===== src/rtl/bus_drive_arbiter.sv =====
// bus_drive_arbiter: round-robin owner selection for a bank of Buffer32_32
// tri-state drivers sharing one 32-bit internal bus. At most one Sel line is
// high at any time, and every change of owner passes through one all-low cycle.
//
// state   | meaning
// --------+---------------------------------------------------------------
// IDLE    | bus free, arbitrate REQ from PTR on every edge
// GRANT   | SEL drives OWNER's buffer; watch for release or hold expiry
// TURN    | one all-low turnaround cycle; arbitrates again on its exit edge
module bus_drive_arbiter #(
    parameter int N_REQ    = 4,
    parameter int MAX_HOLD = 8,
    parameter int IDX_W    = 2
) (
    input  logic             Clk,
    input  logic             Reset_n,
    input  logic [N_REQ-1:0] REQ,
    output logic [N_REQ-1:0] SEL,
    output logic [IDX_W-1:0] OWNER,
    output logic             BUSY,
    output logic             FORCED
);

    // The hold timer counts down the grant cycles still allowed before a
    // waiting requester may force a handover; it reaches zero on the
    // MAX_HOLD-th grant cycle.
    localparam int CNT_W = (MAX_HOLD > 1) ? $clog2(MAX_HOLD) : 1;
    localparam logic [CNT_W-1:0] HOLD_LOAD = CNT_W'((MAX_HOLD > 0) ? (MAX_HOLD - 1) : 0);
    localparam bit HOLD_LIMITED = (MAX_HOLD != 0);

    typedef enum logic [1:0] {
        ST_IDLE  = 2'd0,
        ST_GRANT = 2'd1,
        ST_TURN  = 2'd2
    } state_t;

    state_t           state;
    logic [IDX_W-1:0] ptr;
    logic [CNT_W-1:0] hold_left;
    logic             armed;

    logic             pick_valid;
    logic [IDX_W-1:0] pick_idx;
    logic             other_req;

    // First requester at or after start, with wrap modulo N_REQ.
    // Returns {found, index}.
    function automatic logic [IDX_W:0] rr_pick(input logic [N_REQ-1:0] req,
                                                input logic [IDX_W-1:0] start);
        logic [2*N_REQ-1:0] dbl;
        logic [N_REQ-1:0]   rot;
        logic               found;
        int                 off;
        int                 pos;
        dbl   = {req, req};
        rot   = N_REQ'(dbl >> start);
        found = 1'b0;
        off   = 0;
        // Scan downward so the lowest offset from start wins.
        for (int k = N_REQ - 1; k >= 0; k--) begin
            if (rot[k]) begin
                found = 1'b1;
                off   = k;
            end
        end
        pos = int'(start) + off;
        if (pos >= N_REQ) begin
            pos = pos - N_REQ;
        end
        return {found, IDX_W'(pos)};
    endfunction

    // Index after idx, wrapping at N_REQ rather than at 2**IDX_W.
    function automatic logic [IDX_W-1:0] next_idx(input logic [IDX_W-1:0] idx);
        int n;
        n = int'(idx) + 1;
        if (n >= N_REQ) begin
            n = 0;
        end
        return IDX_W'(n);
    endfunction

    function automatic logic [N_REQ-1:0] to_onehot(input logic [IDX_W-1:0] idx);
        logic [N_REQ-1:0] oh;
        oh      = '0;
        oh[idx] = 1'b1;
        return oh;
    endfunction

    // Arbitration result and "someone else is waiting", both from the live REQ.
    always_comb begin
        {pick_valid, pick_idx} = rr_pick(REQ, ptr);
        other_req              = |(REQ & ~SEL);
    end

    // Arbiter FSM. Every output is a flop, so REQ never reaches SEL through
    // logic alone.
    always_ff @(posedge Clk or negedge Reset_n) begin
        if (!Reset_n) begin
            state     <= ST_IDLE;
            SEL       <= '0;
            OWNER     <= '0;
            BUSY      <= 1'b0;
            FORCED    <= 1'b0;
            ptr       <= '0;
            hold_left <= '0;
            armed     <= 1'b0;
        end else begin
            FORCED <= 1'b0;
            // The first edge after reset release only arms the arbiter, so a
            // release that lands near an edge never produces a runt grant.
            armed  <= 1'b1;
            case (state)
                // TURN shares the IDLE arbitration so the owner-to-owner gap
                // is a single all-low cycle.
                ST_IDLE, ST_TURN: begin
                    if (armed && pick_valid) begin
                        SEL       <= to_onehot(pick_idx);
                        OWNER     <= pick_idx;
                        BUSY      <= 1'b1;
                        hold_left <= HOLD_LOAD;
                        state     <= ST_GRANT;
                    end else begin
                        SEL   <= '0;
                        BUSY  <= 1'b0;
                        state <= ST_IDLE;
                    end
                end
                ST_GRANT: begin
                    if (!REQ[OWNER]) begin
                        SEL   <= '0;
                        BUSY  <= 1'b0;
                        ptr   <= next_idx(OWNER);
                        state <= ST_TURN;
                    end else if (HOLD_LIMITED && (hold_left == '0) && other_req) begin
                        SEL    <= '0;
                        BUSY   <= 1'b0;
                        FORCED <= 1'b1;
                        ptr    <= next_idx(OWNER);
                        state  <= ST_TURN;
                    end else if (hold_left != '0) begin
                        // A lone owner just stays at zero, i.e. saturated.
                        hold_left <= hold_left - 1'b1;
                    end
                end
                default: begin
                    SEL   <= '0;
                    BUSY  <= 1'b0;
                    state <= ST_IDLE;
                end
            endcase
        end
    end

endmodule


===== config.mk =====
export PLATFORM = sky130hd
export DESIGN_NAME = bus_drive_arbiter
export DESIGN_NICKNAME = d
export VERILOG_FILES = /design/src/rtl/bus_drive_arbiter.sv
export SDC_FILE = /design/constraint.sdc
export NUM_CORES = 1
export LEC_CHECK = 0
export CAP_MARGIN = 20
export CORE_MARGIN = 2
export CORE_UTILIZATION = 55
export CTS_BUF_LIST = sky130_fd_sc_hd__clkbuf_8
export CTS_CLUSTER_SIZE = 8
export DETAILED_ROUTE_END_ITERATION = 10
export PLACE_DENSITY = 0.8
export SLEW_MARGIN = 10
export SYNTH_ARGS = -nofsm -noshare
export SYNTH_HDL_FRONTEND = slang
export SYNTH_SLANG_ARGS = --single-unit

===== constraint.sdc =====
create_clock -name Clk -period 2.2 [get_ports Clk]
set_input_delay 0.44 -clock Clk [delete_from_list [all_inputs] [get_ports Clk]]
set_output_delay 0.44 -clock Clk [all_outputs]
set_load 0.05 [all_outputs]

==> results of run 1 <==
==> path summary, 6_finish.rpt <==
check / start / end / slack [ns] / cells past startpoint
max: ptr[1] / SEL[2] / 0.04 / 7
min: hold_left[0] / hold_left[0] / 0.48 / 1
max reg2reg: ptr[1] / SEL[2] / 0.04 / 7
min reg2reg: hold_left[0] / hold_left[0] / 0.48 / 1
max in group asynchronous: Reset_n / state[0] / 1.13 / 1
min in group asynchronous: Reset_n / SEL[3] / 0.62 / 1
==> logic make-up (layout without fill, tap and decap cells) <==
family	count (synthesis)	in the layout
and+or+nand+nor	44	44
AOI/OAI and AO/OA	21	21
other	1	1
muxes	5	5
buffers and inverters	10	33
adders and majority gates	4	4
xor gates and xnor gates	1	1
DFF	16	16
==> flip-flops by register name, summed over array words and instances, names as in the netlist <==
name and cells:
SEL 4, armed 1, FORCED 1, hold_left 3, ptr 2, state 2, OWNER 2, BUSY 1
==> layout by cell type, fill, tap and decap left out, types with 3 or more instances in the layout <==
| cell type | count |
|---|---|
| nand2_1 | 9 |
| buf_4 | 10 |
| dfrtp_1 | 16 |
| nand2b_1 | 11 |
| o31ai_1 | 4 |
| inv_1 | 4 |
| clkdlybuf4s50_1 | 9 |
| clkbuf_8 | 4 |
| nor2_1 | 6 |
| a31oi_1 | 3 |
| ha_1 | 3 |
| nand3_1 | 5 |
==> area by class of cell <==
type / count / share of cell area, %
clock buffers: 4 / 4.16
well taps: 25 / 2.37
flip-flops and latches: 16 / 30.3
repair buffers: 25 / 17.4
inverters: 4 / 1.14
multi-input cells: 76 / 44.7
==> routing by layer <==
layer | global-route usage, % | up-vias | wire [um]
met2 | 43.1 | 43 | 1200
met5 | 0 | - | 0
li1 | - | 409 | -
met3 | 4.71 | 10 | 144
met4 | 17.1 | 0 | 98
met1 | 33.0 | 415 | 1070
==> report_power, final <==
group,switching [mW],total (mW),internal (mW)
clock,0.111,0.270,0.159
combinational,0.631,1.11,0.480
sequential,0.121,0.535,0.414
==> what timing repair did <==
action                     in CTS  in global routing
setup endpoints to repair       4                  5
resized for setup              10                  4
pin swaps                       2                  1
==> metrics by stage <==
step                      power, mW  setup slack, ns  area (um^2)  setup TNS [ns]
after floorplan                1.18            0.175          987               0
after global placement         1.43           -0.344         1190           -2.20
after detailed placement       1.47           -0.328         1190           -2.38
after CTS                      1.85          0.00145         1300               0
after global routing           2.02         -0.00206         1320        -0.00206
final                          1.92           0.0432         1320               0
==> critical path, delay by kind of cell (launching register included) <==
kind                     cells  cell delay [ns]
AO/OA/AOI/OAI                4             0.78
adder cells (fa/ha/maj)      1             0.23
flip-flops                   1             0.45
AND/OR/NAND/NOR              2             0.61
==> flow_summary.json, run 1 <==
{
  "cts_setup_buffers": 0,
  "insertion_delay_ns": 0.25,
  "grt_pass1_vias": 875,
  "grt-ovfl-total": 0,
  "syn_inst": 102,
  "drc_errors": 0,
  "nets": 136,
  "syn_area_um2": 987,
  "postCtsHoldBufs": 0,
  "path_cells": "nand2b_1 > a21oi_1 > o211ai_1 > o31a_1 > ha_4 > or3_4 > o31ai_4",
  "io_buffers": 13,
  "ant_nets": 0,
  "rows": 15,
  "cp.arrival_ns": 2.32,
  "cts-root-buf": "clkbuf_8",
  "period_minus_slack_ns": 2.16,
  "numCtsBuffers": 3,
  "synthMuxAreaShare_pct": 6.59,
  "seq_area_um2": 400,
  "h-tree-depth": 1,
  "track_usage_pct": 26.9,
  "viasPerCell": 5.85,
  "endpoint_kind": "flop",
  "synth_nets": 112,
  "critPathKind": "reg2reg",
  "die_h_um": 46.4,
  "clk_pin_slew_worst_paths_ns": 0.07,
  "ys_warn_count": 0,
  "worstMarginPinSlew_ns": 0.721,
  "synth_edf_count": 0,
  "setup_violations": 0,
  "die_w_um": 46.4,
  "cp_slowest_cell": "dfrtp_1",
  "synth-compound-area-share_pct": 16.1,
  "placed_cells": 146,
  "routed_wl_mm": 2.52,
  "multi_input_area_um2": 591,
  "status": "complete, no violations",
  "synth_top_family_by_area": "simple AND/OR/NAND/NOR gates",
  "hold_slack_ns": 0.477,
  "grt_max_degree": 17,
  "dieArea_um2": 2150,
  "worst_setup_path_start_kind": "flop",
  "synthAdderAreaFrac_pct": 5.07,
  "ys_seq_area_share_pct": 40.6,
  "synth_cell_types": 36,
  "drt_iter0_markers": 10,
  "clockBufferDepth": 2,
  "hp-class": "reg2reg",
  "final_layout_size_suffix_gt1_share_pct": 21.6,
  "gp_congestion": 0.814,
  "fin_worst_skew_ns": 0.00250,
  "initial_core_util_pct": 57.8,
  "post_drt_wl_per_cell_um": 16.8,
  "required_ns": 2.36,
  "hpwl_mm": 1.57,
  "ir_drop_mv": 0.992,
  "instances_no_fill": 150,
  "syn2layout_area_growth_pct": 34.0,
  "yosys.area_share.simple_pct": 24.2,
  "synth_top_cells_by_count": "16 x dfrtp_1, 11 x nand2b_1, 9 x nand2_1",
  "slew_viol_final": 0,
  "synth_ff_type": "dfrtp_1",
  "maxSlewHeadroom_pct": 51.8,
  "yosys-top-cells-area": "dfrtp_1 41%, nand2b_1 7.0%, ha_1 5.1%",
  "synth_top_area_share_pct": 40.6,
  "yosysMostFrequentCell": "dfrtp_1",
  "p_per_area_nw_per_um2": 1450,
  "critPathMaxStageDelay_ns": 0.45,
  "p_leak_nw": 0.597,
  "boundaryPins": 14,
  "grt_pass1_wl_mm": 3.93,
  "syn_avg_cell_area_um2": 9.68,
  "grt_antenna_before_repair": 0,
  "worst-path-max-fanout": 7,
  "firstDrtPassIters": 4,
  "synthArstFlopShare_pct": 100,
  "max_cap_violations": 0,
  "fillers": 111,
  "antenna_cells": 0,
  "fin_crit_sh_pct": 98.0,
  "synthXorXnorAreaFrac_pct": 0.887,
  "coreArea_um2": 1710,
  "vias": 877,
  "max_freq_mhz": 464,
  "ys_ff_latch": 16,
  "synth_top_area_cell": "dfrtp_1",
  "numClockSinks": 16,
  "hold_viol": 0,
  "final_util_pct": 77.4,
  "cts_tree": "built"
}
No activity file was read; power rests on OpenSTA's default activity.
==> run 2, diff against run 1 <==
- SKIP_CTS_REPAIR_TIMING: not set -> 1
==> run 2 against run 1 <==
  * Global-route usage decreased by 3.5 points
  * Setup slack improved by 0.082 ns
  * Die area unchanged
  * Final cell count unchanged
  * Count of clock-buffer cells in the layout unchanged
  * Non-clock buffer count unchanged
  * Clock skew about the same
  * Largest cell class unchanged
  * Register-to-register slack improved by 0.08 ns
==> flow_summary.json, run 2 (synthesis results as in run 1) <==
{
  "status": "complete, no violations",
  "routed_wl_mm": 2.39,
  "p_per_area_nw_per_um2": 1430,
  "final_common_cell": "dfrtp_1",
  "worstMarginPinSlew_ns": 0.718,
  "post_drt_wl_per_cell_um": 15.9,
  "nets": 136,
  "worst-path-max-fanout": 7,
  "hp-class": "reg2reg",
  "coreArea_um2": 1710,
  "syn2layout_area_growth_pct": 34.3,
  "largestRegisters": "SEL x4, hold_left x3",
  "clk_pin_slew_worst_paths_ns": 0.07,
  "h-tree-depth": 1,
  "required_ns": 2.37,
  "io_buffers": 13,
  "fillers": 109,
  "die_w_um": 46.4,
  "ant_nets": 0,
  "maxSlewHeadroom_pct": 52.0,
  "fin_total_pwr_mw": 1.90,
  "final_layout_size_suffix_gt1_share_pct": 23.2,
  "worst_setup_path_start_kind": "flop",
  "drc_errors": 0,
  "period_minus_slack_ns": 2.07,
  "largest_reg_flops": 4,
  "cts_tree": "built",
  "boundaryPins": 14,
  "fin_crit_sh_pct": 94.3,
  "dp_slack_ns": -0.328,
  "drt_iter0_markers": 20,
  "hpwl_mm": 1.57,
  "hold_viol": 0,
  "numClockSinks": 16,
  "insertion_delay_ns": 0.26,
  "p_leak_nw": 0.615,
  "endpoint_kind": "flop",
  "ir_drop_mv": 1.01,
  "max_freq_mhz": 482,
  "gp_congestion": 0.814,
  "rows": 15,
  "fin_worst_skew_ns": 0.00222,
  "critPathKind": "reg2reg",
  "numCtsBuffers": 3,
  "clockBufferDepth": 2,
  "setup_violations": 0,
  "cp.arrival_ns": 2.24,
  "cts-root-buf": "clkbuf_8",
  "grt_pass1_vias": 782,
  "vias": 848,
  "grt_antenna_before_repair": 0,
  "dieArea_um2": 2150,
  "firstDrtPassIters": 4,
  "slew_viol_final": 0,
  "track_usage_pct": 23.4,
  "most-common-layout-cells": "16 x dfrtp_1, 11 x nand2b_1, 11 x buf_4",
  "initial_core_util_pct": 57.8,
  "viasPerCell": 5.65,
  "grt-ovfl-total": 0,
  "antenna_cells": 0,
  "top_register": "SEL",
  "max_cap_violations": 0,
  "die_h_um": 46.4,
  "seq_area_um2": 400,
  "grt_max_degree": 17,
  "grt_pass1_wl_mm": 3.48,
  "multi_input_area_um2": 591,
  "finalWorstSetupSlack_ns": 0.125
}
-- run 2: cell count changes in the layout (fill, tap and decap cells not counted) --
cell,change
o21ai_0,-1
ha_4,-1
buf_4,+1
buf_6,-1
o31ai_1,-2
ha_2,+1
o21ai_1,+1
dlygate4sd2_1,-2
o31ai_2,+2
dlymetal6s2s_1,+2
-- run 2: path summary, 6_finish.rpt --
kind | slack (ns) | start | end | cells past startpoint
max in group asynchronous | 1.14 | Reset_n | hold_left[1] | 1
max reg2reg | 0.13 | ptr[1] | SEL[2] | 7
min in group asynchronous | 0.61 | Reset_n | SEL[3] | 1
min | 0.48 | hold_left[0] | hold_left[0] | 1
max | 0.13 | ptr[1] | SEL[2] | 7
min reg2reg | 0.48 | hold_left[0] | hold_left[0] | 1
-- run 2: through the flow --
step / hold slack [ns] / util (%) / TNS [ns] / instance area, um^2 / cells
after floorplan: 0.144 / - / 0 / 987 / 102
after global placement: 0.465 / 69.8 / -2.20 / 1190 / 146
after detailed placement: 0.468 / 69.8 / -2.38 / 1190 / 146
after CTS: 0.476 / 73.0 / -0.421 / 1250 / 150
after global routing: 0.514 / 77.7 / -0.0401 / 1330 / 150
final: 0.476 / 77.7 / 0 / 1330 / 150
-- run 2: worst max-delay path: stages (launching register included) --
cell and delay [ns]:
dfrtp_1 0.44, nand2b_1 0.20, a21oi_1 0.17, o211ai_1 0.11, o31a_1 0.13, ha_2 0.28
or3_4 0.41, o31ai_4 0.24
-- run 2: metal layers --
layer | part of all wire, % | wire [um] | global-route usage [%] | vias to the layer above
met4 | 1.2 | 29 | 10.3 | 0
met2 | 50 | 1190 | 34.7 | 27
li1 | - | - | - | 407
met1 | 44 | 1050 | 32.9 | 411
met3 | 5.3 | 126 | 4.31 | 3
met5 | 0 | 0 | 0 | -
-- run 2: power breakdown --
part / total [mW] / leakage (nW) / internal [mW] / switching [mW]
Combinational: 1.10 / 0.391 / 0.467 / 0.637
Sequential: 0.525 / 0.195 / 0.414 / 0.112
Clock: 0.273 / 0.0288 / 0.159 / 0.114
Total: 1.90 / 0.615 / 1.04 / 0.862
-- run 2: cell type report --
class | instances | share of cell area, %
Clock buffer | 4 | 4.15
Tap cell | 25 | 2.36
Sequential cell | 16 | 30.2
Multi-Input combinational cell | 76 | 44.5
Timing Repair Buffer | 25 | 17.6
Inverter | 4 | 1.13
